===== src/rtl/game_state_ctrl.sv =====
`default_nettype none
// ============================================================================
// Module   : game_state_ctrl
// Brief    : IDLE/PLAYING/OVER game FSM with lives counter and elapsed-seconds
//            timer. Optional round time limit when GAME_TIMEOUT_EN is defined.
// Revision : 1.0 - initial release
// ============================================================================
module game_state_ctrl #(
    parameter int LIVES         = 3,
    parameter int LIVES_W       = 2,
    parameter int TICKS_PER_SEC = 100_000_000,
    parameter int TIME_W        = 8,
    parameter int TIME_LIMIT    = 60
) (
    input  logic               clk,
    input  logic               rst,
    input  logic               start_btn_i,
    input  logic               hit_i,
    output logic               game_status_o,
    output logic [LIVES_W-1:0] lives_o,
    output logic [TIME_W-1:0]  elapsed_s_o,
    output logic               game_over_o
);

    localparam int                PS_W         = (TICKS_PER_SEC > 1) ? $clog2(TICKS_PER_SEC) : 1;
    localparam logic [PS_W-1:0]   c_PS_LAST    = PS_W'(TICKS_PER_SEC - 1);
    localparam logic [TIME_W-1:0] c_TIME_MAX   = '1;
    localparam logic [TIME_W-1:0] c_TIME_LIMIT = TIME_W'(TIME_LIMIT);
    localparam logic [LIVES_W-1:0] c_LIVES     = LIVES_W'(LIVES);
    localparam logic [LIVES_W-1:0] c_ONE_LIFE  = LIVES_W'(1);
`ifdef GAME_TIMEOUT_EN
    localparam bit c_TIMEOUT_EN = 1'b1;
`else
    localparam bit c_TIMEOUT_EN = 1'b0;
`endif

    typedef enum logic [1:0] {
        S_IDLE    = 2'd0,
        S_PLAYING = 2'd1,
        S_OVER    = 2'd2
    } state_t;

    state_t              state_q;
    logic                start_q;
    logic [PS_W-1:0]     prescaler_q;
    logic [LIVES_W-1:0]  lives_q;
    logic [TIME_W-1:0]   elapsed_q;
    logic                game_status_q;
    logic                game_over_q;

    logic                w_rise;
    logic                w_wrap;
    logic                w_timeout;
    logic                w_last_hit;
    logic [PS_W-1:0]     prescaler_d;
    logic [TIME_W-1:0]   elapsed_d;

    always_comb begin
        w_rise      = start_btn_i & ~start_q;
        w_wrap      = (prescaler_q == c_PS_LAST);
        prescaler_d = w_wrap ? '0 : prescaler_q + PS_W'(1);
        elapsed_d   = (w_wrap && (elapsed_q != c_TIME_MAX)) ? elapsed_q + TIME_W'(1) : elapsed_q;
        // Only the wrap that actually steps the counter onto the limit ends the round.
        w_timeout   = c_TIMEOUT_EN && (elapsed_d != elapsed_q) && (elapsed_d == c_TIME_LIMIT);
        w_last_hit  = hit_i && (lives_q <= c_ONE_LIFE);
    end

    always_ff @(posedge clk or posedge rst) begin
        if (rst) begin
            state_q       <= S_IDLE;
            start_q       <= 1'b0;
            prescaler_q   <= '0;
            lives_q       <= c_LIVES;
            elapsed_q     <= '0;
            game_status_q <= 1'b0;
            game_over_q   <= 1'b0;
        end else begin
            start_q     <= start_btn_i;
            game_over_q <= 1'b0;
            case (state_q)
                S_IDLE, S_OVER: begin
                    if (w_rise) begin
                        state_q       <= S_PLAYING;
                        game_status_q <= 1'b1;
                        lives_q       <= c_LIVES;
                        elapsed_q     <= '0;
                        prescaler_q   <= '0;
                    end
                end
                S_PLAYING: begin
                    prescaler_q <= prescaler_d;
                    elapsed_q   <= elapsed_d;
                    if (hit_i) begin
                        lives_q <= w_last_hit ? '0 : lives_q - c_ONE_LIFE;
                    end
                    if (w_last_hit || w_timeout) begin
                        state_q       <= S_OVER;
                        game_status_q <= 1'b0;
                        game_over_q   <= 1'b1;
                        prescaler_q   <= '0;
                    end
                end
                default: begin
                    state_q       <= S_IDLE;
                    game_status_q <= 1'b0;
                    prescaler_q   <= '0;
                end
            endcase
        end
    end

    assign game_status_o = game_status_q;
    assign lives_o       = lives_q;
    assign elapsed_s_o   = elapsed_q;
    assign game_over_o   = game_over_q;

endmodule
`default_nettype wire


===== config.mk =====
export PLATFORM = sky130hd
export DESIGN_NAME = game_state_ctrl
export DESIGN_NICKNAME = d
export VERILOG_FILES = /design/src/rtl/game_state_ctrl.sv
export SDC_FILE = /design/constraint.sdc
export NUM_CORES = 1
export LEC_CHECK = 0
export ABC_AREA = 1
export BUFFER_PORTS_ARGS = -buffer_cell sky130_fd_sc_hd__buf_2
export CORE_UTILIZATION = 25
export DETAILED_ROUTE_END_ITERATION = 10
export PLACE_DENSITY_LB_ADDON = 0.1
export SLEW_MARGIN = 5
export SYNTH_ARGS = -nofsm -noshare
export SYNTH_HDL_FRONTEND = slang
export SYNTH_SLANG_ARGS = --single-unit

===== constraint.sdc =====
create_clock -name clk -period 1.9 [get_ports clk]
set_input_delay 0.19 -clock clk [delete_from_list [all_inputs] [get_ports clk]]
set_output_delay 0.19 -clock clk [all_outputs]
set_load 0.03 [all_outputs]

==> results of run 1 <==
[cell usage in the layout, fill, tap and decap left out, types with 3 or more instances in the layout]
cell type  netlist  layout
o21ai_0         11      11
nor2_1          48      48
buf_4            0       7
nor2_4           7       8
xor2_1           9       9
nand2_1         77      77
inv_2            3       4
xnor2_1          3       3
a21oi_1          3       3
inv_1           35      34
dfrtp_1         40      40
buf_2            2      15
nand2_2          7       7
ha_1             3       3
nand3_1         19      19
nand4_1         12      12
nor2_2          13      12
nor3_1           9       9
clkbuf_8         0       5
[per-stage QoR]
step	std cells	TNS (ns)	hold WS [ns]	util
floorplan	318	0	0.221	-
global placement	464	0	0.339	0.287
detailed placement	464	0	0.338	0.287
CTS	471	0	0.0264	0.296
global route	471	-0.00671	0.0216	0.297
finish	471	0	0.0319	0.297
[cells by family (layout without fill, tap and decap cells)]
logic type      after synthesis  in the layout
compound gates               21             21
xor+xnor                     12             12
fa+ha+maj                     3              3
buf+inv                      44             68
flops                        42             42
simple gates                196            196
[timing repair]
action,in CTS,in global routing
resized for setup,0,2
hold endpoints to repair,0,0
setup endpoints to repair,0,4
buffers inserted,0,0
[where the power goes]
part	switching, mW	total (mW)	internal (mW)
clock	0.313	0.567	0.254
combinational	0.648	0.922	0.273
sequential	0.0682	1.07	1.00
total	1.03	2.56	1.53
[cell usage after synthesis]
library cell / number / share of area
nand2_4: 2 / 0.0092
o22ai_1: 2 / 0.0051
dfrtp_1: 40 / 0.41
xnor2_1: 3 / 0.011
nand3_1: 19 / 0.039
nand4_4: 1 / 0.0087
nand2_1: 77 / 0.12
nor2_1: 48 / 0.074
nor3_1: 9 / 0.018
a21oi_1: 3 / 0.0061
nand2_2: 7 / 0.018
inv_2: 3 / 0.0046
inv_1: 35 / 0.054
nor2_4: 7 / 0.032
buf_2: 2 / 0.0041
clkbuf_1: 1 / 0.0015
xor2_1: 9 / 0.032
o21bai_2: 1 / 0.0046
ha_1: 3 / 0.015
o21ai_0: 11 / 0.022
a31oi_1: 1 / 0.0026
buf_6: 1 / 0.0046
nor2_2: 13 / 0.033
o21bai_1: 1 / 0.0031
inv_4: 1 / 0.0026
buf_12: 1 / 0.0082
nand3_2: 1 / 0.0041
o21ai_1: 2 / 0.0041
dfstp_2: 2 / 0.021
nand4_1: 12 / 0.031
[flip-flops by register name, indices dropped and copies added (netlist names)]
register,cells
game_status_o,1
elapsed_s_o,8
prescaler_q,27
state_q,2
game_over_o,1
lives_o,2
start_q,1
[layer usage]
metal  part of all wire  routed length [µm]  vias to the layer above  global-route usage
li1                   -                   -                     1049                   -
met1               0.50                2880                      923               0.167
met2               0.46                2620                       27               0.207
met3              0.033                 187                        2              0.0243
met4             0.0063                  36                        0              0.0346
met5                  0                   0                        -                   0
[worst paths after layout]
kind / from / to / cells past startpoint / slack, ns
worst max-delay path: prescaler_q[1] / prescaler_q[19] / 10 / 0.19
worst min-delay path: rst / prescaler_q[23] / 3 / 0.03
worst max register to register: prescaler_q[1] / prescaler_q[19] / 10 / 0.19
worst min register to register: prescaler_q[15] / prescaler_q[15] / 2 / 0.53
min in group clk: start_btn_i / start_q / 1 / 0.03
max in group asynchronous: rst / elapsed_s_o[0] / 3 / 1.49
[cell type report]
type | count | area, µm² | area share
timing repair buffer | 22 | 128 | 0.0458
multi-input combinational | 232 | 1220 | 0.437
inverter | 39 | 149 | 0.0535
sequential | 42 | 1050 | 0.378
clock buffer | 7 | 76.3 | 0.0274
tap | 129 | 161 | 0.0580
[worst max-delay path, cell delays in order, from the launching register on]
cell     delay [ns]
dfrtp_1        0.38
ha_1           0.20
nand2_2        0.08
nor2_4         0.15
inv_2          0.06
nor2_4         0.16
nand2_2        0.08
nand2_2        0.11
nand2_8        0.10
inv_4          0.19
nor2_1         0.08
==> flow_results.org, run 1 <==
** Global route
- GRT Total Usage :: 0.125
- Number of antenna violations at the first check in global routing :: 0
- The first global-routing pass estimated 9.94 mm of wire.
- The total overflow left after global routing is 0.
- Entering global routing, the biggest net connects 43 pins.
- Via count of the first global-routing pass :: 2034

** Synth
- For this run, the number of Yosys warnings is 0.
- Xor-xnor portion of the synthesized cell area :: 0.0429
- Share of synthesized cell area in and, or, nand and nor gates :: 0.385
- Of the post-synthesis cell area, the part taken by muxes is 0.
- Number of nets produced by synthesis :: 325
- After synthesis, the largest family of logic cells by area is simple AND/OR/NAND/NOR gates.
- Counting flops and latches in the post-synthesis netlist gives 42.
- Summing every instance area after synthesis gives 2450 µm².
- Share of the yosys chip area belonging to registers :: 0.430
- Syn_area_per_cell :: 7.70 µm²
- In this run, distinct cell masters in the synthesized netlist total 30.
- Post-Synthesis Cells :: 318
- The compound-gate portion of the synthesized area was 0.0480.
- Of the total synthesized cell area, the portion taken by full adders, half adders and majority gates is 0.0153.

** Clocking
- The clock passes through at most 2 buffers.
- The clock net in this run drives a total of 42 sinks.
- TritonCTS clock tree :: done
- At the later pin of the worst-skew pair, clock insertion delay measures 0.29 ns.
- Hold repair after CTS inserted 0 buffers.
- After clock tree synthesis, the clock-pin slew on the worst setup and hold paths is 0.08 ns.
- CTS built an H-tree with a depth of 2.
- The number of clock buffers added by TritonCTS is 5.
- Master cell of the clock root buffer :: clkbuf_8

** Timing
- The worst path in the final design needs a cycle of 1.71 ns, including I/O delays and setup.
- Based on the critical path, the design can be clocked at up to 583 MHz.
- The number of pins exceeding their max-slew limit in the final report is 0.
- Setup violations remaining at the end of the flow were counted as 0.
- The worst pin sits at a relative slew slack of 0.610.
- Post-Route Skew :: 0.00640 ns
- Dividing the final minimum period by the clock period gives 0.902.
- The hold violation total from the final report was 0.
- Final worst setup slack :: 0.185 ns
- At the pin with the least slew margin, the transition time is 0.583 ns.

** Route
- In this run, the number of DRC markers left after iteration 0 of detailed routing was 76.
- Post-detailed-route count of antenna-violating nets :: 0
- Dividing the detail-routed wire length by the instance count gives 12.2 µm.
- Post-detailed-routing wire length :: 5.73 mm
- The pre-antenna-repair detailed-routing pass consisted of 4 iterations.
- Vias :: 2001
- Post-route DRC :: 0
- Vias per inst :: 4.25

** Worst setup path
- STA classifies the critical path endpoint as a flop.
- STA puts the critical path data arrival time at 1.89 ns.
- Launching element type of the critical path :: flop
- The setup path with the least slack is of type reg -> reg.
- Crit path required time :: 2.07 ns
- Crit Path Max Fanout :: 14

** Floorplan
- The die covers 10200 µm².
- After floorplanning, the core was sized to cover 9370 µm².
- Horiz. Die Dim :: 101 µm
- Initial standard-cell utilization of the core :: 0.261
- In this run the count of I/O pins placed on the die edge is 16.
- Row cnt :: 35
- Die Y :: 101 µm

** Final layout
- Of the cells placed in the final design, the portion with a size suffix greater than 1 is 0.193.
- After routing the design area is 2780 µm².
- Relative to the synthesized area, the layout overhead comes to 13.6%.
- Net count, final :: 349
- 0 antenna diodes ended up in the layout.
- Filler Cell Count :: 1067

** Min path
- Class of the tightest hold or removal check :: in -> async

** Flow run
- Max-cap violations in this run came to 0.

** Pwr
- Post-layout total power :: 2.56 mW
- In this run the static leakage power is 1.26 nW.
- Dividing total power by cell area gives a power density of 919 nW/µm².
- The worst-case IR drop observed on VDD is 587 µV.

** Placement
- Pre-CTS WS :: 0.146 ns
- The wire-length estimate of the detail-placed layout is 4.17 mm.
- At the end of routability-driven placement, the weighted congestion stood at 0.748.
- Cell Area, Placed :: 2690 µm²
- Count of buffers inserted at the top-level ports :: 15

** Status
- Status :: complete, no violations
(Power assumes the default switching activity.)
==> run 2: changes to the inputs <==
--- a/config.mk
+++ b/config.mk
@@ -8,6 +8,7 @@
 export ABC_AREA = 1
 export BUFFER_PORTS_ARGS = -buffer_cell sky130_fd_sc_hd__buf_2
 export CORE_UTILIZATION = 25
+export CTS_BUF_LIST = sky130_fd_sc_hd__clkbuf_16
 export DETAILED_ROUTE_END_ITERATION = 10
 export PLACE_DENSITY_LB_ADDON = 0.1
 export SLEW_MARGIN = 5
==> flow_results.org, run 2 (synthesis gave the netlist of run 1 again) <==
** Status
- The run finished with clean final reports.

** Worst setup path
- The count of buffering cells on the critical path with inverters included came to 3 (+1).
- On the critical path the largest part of the delay comes from flip-flops.
- The signal on the critical path passes through inv_1 > ha_1 > o21ai_1 > inv_1 > nor2_4 > nand2_2 > nand2_8 > inv_6 > nor2_1.
- The data arrival time of the critical path came to 1.87 ns (-0.02 ns).
- Most repeated library cell on the critical path :: inv_1
- The critical path is of the reg -> reg type.
- Crit path required time :: 2.11 ns (+0.04 ns)
- STA classifies the critical path endpoint as a flop.
- The worst setup path is launched from a flop.
- The worst stage delay on the critical path was 0.53 ns (+0.15 ns).
- Crit Path Max Fanout :: 14 (unchanged)
- Library cell contributing the largest single delay on the critical path :: dfstp_2

** Route
- DR WL/cell :: 12.2 µm (+0.37%)
- Vias :: 2029 (+1.4%)
- Post-route DRC :: 0 (unchanged)
- The iteration-0 DRC count of the detailed router was 68 (-11%).
- The remaining number of nets flagged by the antenna check after routing came to 0 (unchanged).
- The aggregate routed wire length is 5.75 mm (+0.37%).
- The detailed-router iteration count before antenna repair was 4 (unchanged).
- Vias per inst :: 4.31 (+1.4%)

** Final layout
- The number of flip-flops under the largest register name came to 27 (unchanged).
- The count of inserted antenna diode cells came to 0 (unchanged).
- The fraction of layout instances using a drive strength above 1 is 0.193 (unchanged).
- Biggest register :: prescaler_q
- Filler Cell Count :: 1058 (-0.84%)
- From synthesis to final layout, the design area changed by 16.0%.
- The register cell area after layout is 1050 µm² (unchanged).
- Highest-count cells in the layout ignoring fill and taps :: nand2_1 (77), nor2_1 (48), dfrtp_1 (40)
- The area of the multi-input gates was 1220 µm² (unchanged).
- Most frequent standard cell in the layout excluding fill and tap cells :: nand2_1
- The total number of nets in the final design is 349 (unchanged).

** Global route
- Largest net degree at the start of global routing :: 43 (unchanged)
- The remaining global-route overflow was 0 (unchanged).
- The wire length of the first global-routing pass came to 9.96 mm (+0.20%).
- The total global-route track usage is 0.126 (+0.000886).
- Via count of the first global-routing pass :: 2025 (-0.44%)
- The met3 demand-to-capacity share in global routing is 0.0264 (+0.00208).
- The initial antenna violation count is 0 (unchanged).
- The global-route met2 utilization was 0.204 (-0.00263).
- Global-route layer with the greatest usage :: met2
- Met1 usage :: 0.169 (+0.00214)

** Timing
- The worst-case headroom to the max-slew limit came to 0.611 (+0.000852).
- Final worst setup slack :: 0.237 ns (+0.0517 ns)
- The clock skew after layout came to 0.00423 ns (-0.00217 ns).
- Count of final setup violators :: 0 (unchanged)
- Time the final worst path needs with I/O delays and setup :: 1.66 ns (-0.0517 ns)
- The hold violation total from the final report came to 0 (unchanged).
- The measured slew at the worst slew-check pin came to 0.581 ns (-0.00128 ns).
- The peak clock frequency supported by timing was 601 MHz (+3.1%).
- The number of pins exceeding their max-slew limit in the final report was 0 (unchanged).
- The setup TNS after final layout came to 0 ns (unchanged).
- RSZ-0062 raised after global routing :: no
- The share of the clock period used by the worst path is 0.875 (-0.0272).

** Pwr
- Cell leakage power :: 1.30 nW (+2.7%)
- Max VDD drop :: 588 µV (about the same)
- Post-layout total power :: 2.81 mW (+10%)
- Total power per unit cell area :: 990 nW/µm² (+7.7%)

** Clocking
- The number of hold buffers added after cts came to 0 (unchanged).
- The number of gates resized after cts was 0 (unchanged).
- Master cell of the clock root buffer :: clkbuf_16
- The total clock buffers created by CTS is 5 (unchanged).
- TritonCTS built the clock tree.
- Clock sinks :: 42 (unchanged)
- The latest clock arrival within the worst-skew pair was 0.28 ns (about the same).
- Clock-pin transition on the worst setup and hold timing paths :: 0.06 ns (-0.02 ns)
- The H-tree level count was 2 (unchanged).
- Clock Path Buffers :: 2 (unchanged)
- Setup Fix Bufs, Post-CTS :: 0 (unchanged)

** Placement
- The setup slack after placement was 0.146 ns (unchanged).
- The count of port buffers added during placement is 15 (unchanged).
- Post-detailed-placement half-perimeter wirelength :: 4.17 mm (unchanged)
- Placer Congestion :: 0.748 (unchanged)

** Floorplan
- The die span in x was 101 µm (unchanged).
- The number of top-level pins is 16 (unchanged).
- The die span in y was 101 µm (unchanged).
- Core Box Area :: 9370 µm² (unchanged)
- The number of standard-cell rows in the floorplan is 35 (unchanged).
- Initial standard-cell utilization of the core :: 0.261 (unchanged)
- The full die area was 10200 µm² (unchanged).

** Min path
- Class of the tightest hold or removal check :: in -> async

** Flow run
- The number of maximum-capacitance violations was 0 (unchanged).
## run 2: cell count changes in the layout (fill, tap and decap cells not counted), sizes merged
| cell | before | now |
|---|---|---|
| clkbuf | 7 | 5 |
| inv | 39 | 41 |
## run 2: stage by stage
| stage | cell area [µm²] | hold slack [ns] | utilization | instances |
|---|---|---|---|---|
| finish | 2840 | 0.0460 | 0.303 | 471 |
| detailed placement | 2690 | 0.338 | 0.287 | 464 |
| global placement | 2690 | 0.339 | 0.287 | 464 |
| global route | 2840 | 0.0388 | 0.303 | 471 |
| CTS | 2830 | 0.0414 | 0.302 | 471 |
| floorplan | 2450 | 0.221 | - | 318 |
## run 2: path summary, 6_finish.rpt
kind | slack (ns) | to | depth (start not counted) | from
worst max-delay path | 0.24 | prescaler_q[21] | 9 | lives_o[1]
worst min-delay path | 0.05 | prescaler_q[23] | 3 | rst
worst max register to register | 0.24 | prescaler_q[21] | 9 | lives_o[1]
worst min register to register | 0.52 | prescaler_q[15] | 2 | prescaler_q[15]
max in group asynchronous | 1.47 | elapsed_s_o[0] | 3 | rst
min in group clk | 0.05 | start_q | 1 | start_btn_i
## run 2: worst min-delay path, cell delays in order
cell and delay (ns):
buf_2 0.10, inv_2 0.03, buf_4 0.47
## run 2: routing by layer
layer	part of all wire	vias to the layer above
li1	-	1051
met3	0.040	4
met4	0.0089	0
met2	0.45	37
met1	0.50	937
met5	0	-
## run 2: area by class of cell
| cell class | instances | area share |
|---|---|---|
| Clock buffer | 5 | 0.0440 |
| Clock inverter | 2 | 0.00264 |
| Inverter | 39 | 0.0533 |
| Multi-Input combinational cell | 232 | 0.428 |
| Sequential cell | 42 | 0.371 |
| Tap cell | 129 | 0.0568 |
| Timing Repair Buffer | 22 | 0.0449 |
## run 2: power breakdown
part           internal, mW  switching [mW]  leakage [nW]  total (mW)
sequential             1.00          0.0684         0.571        1.07
clock                 0.471           0.344        0.0723       0.815
combinational         0.276           0.651         0.652       0.927
total                  1.75            1.06          1.30        2.81
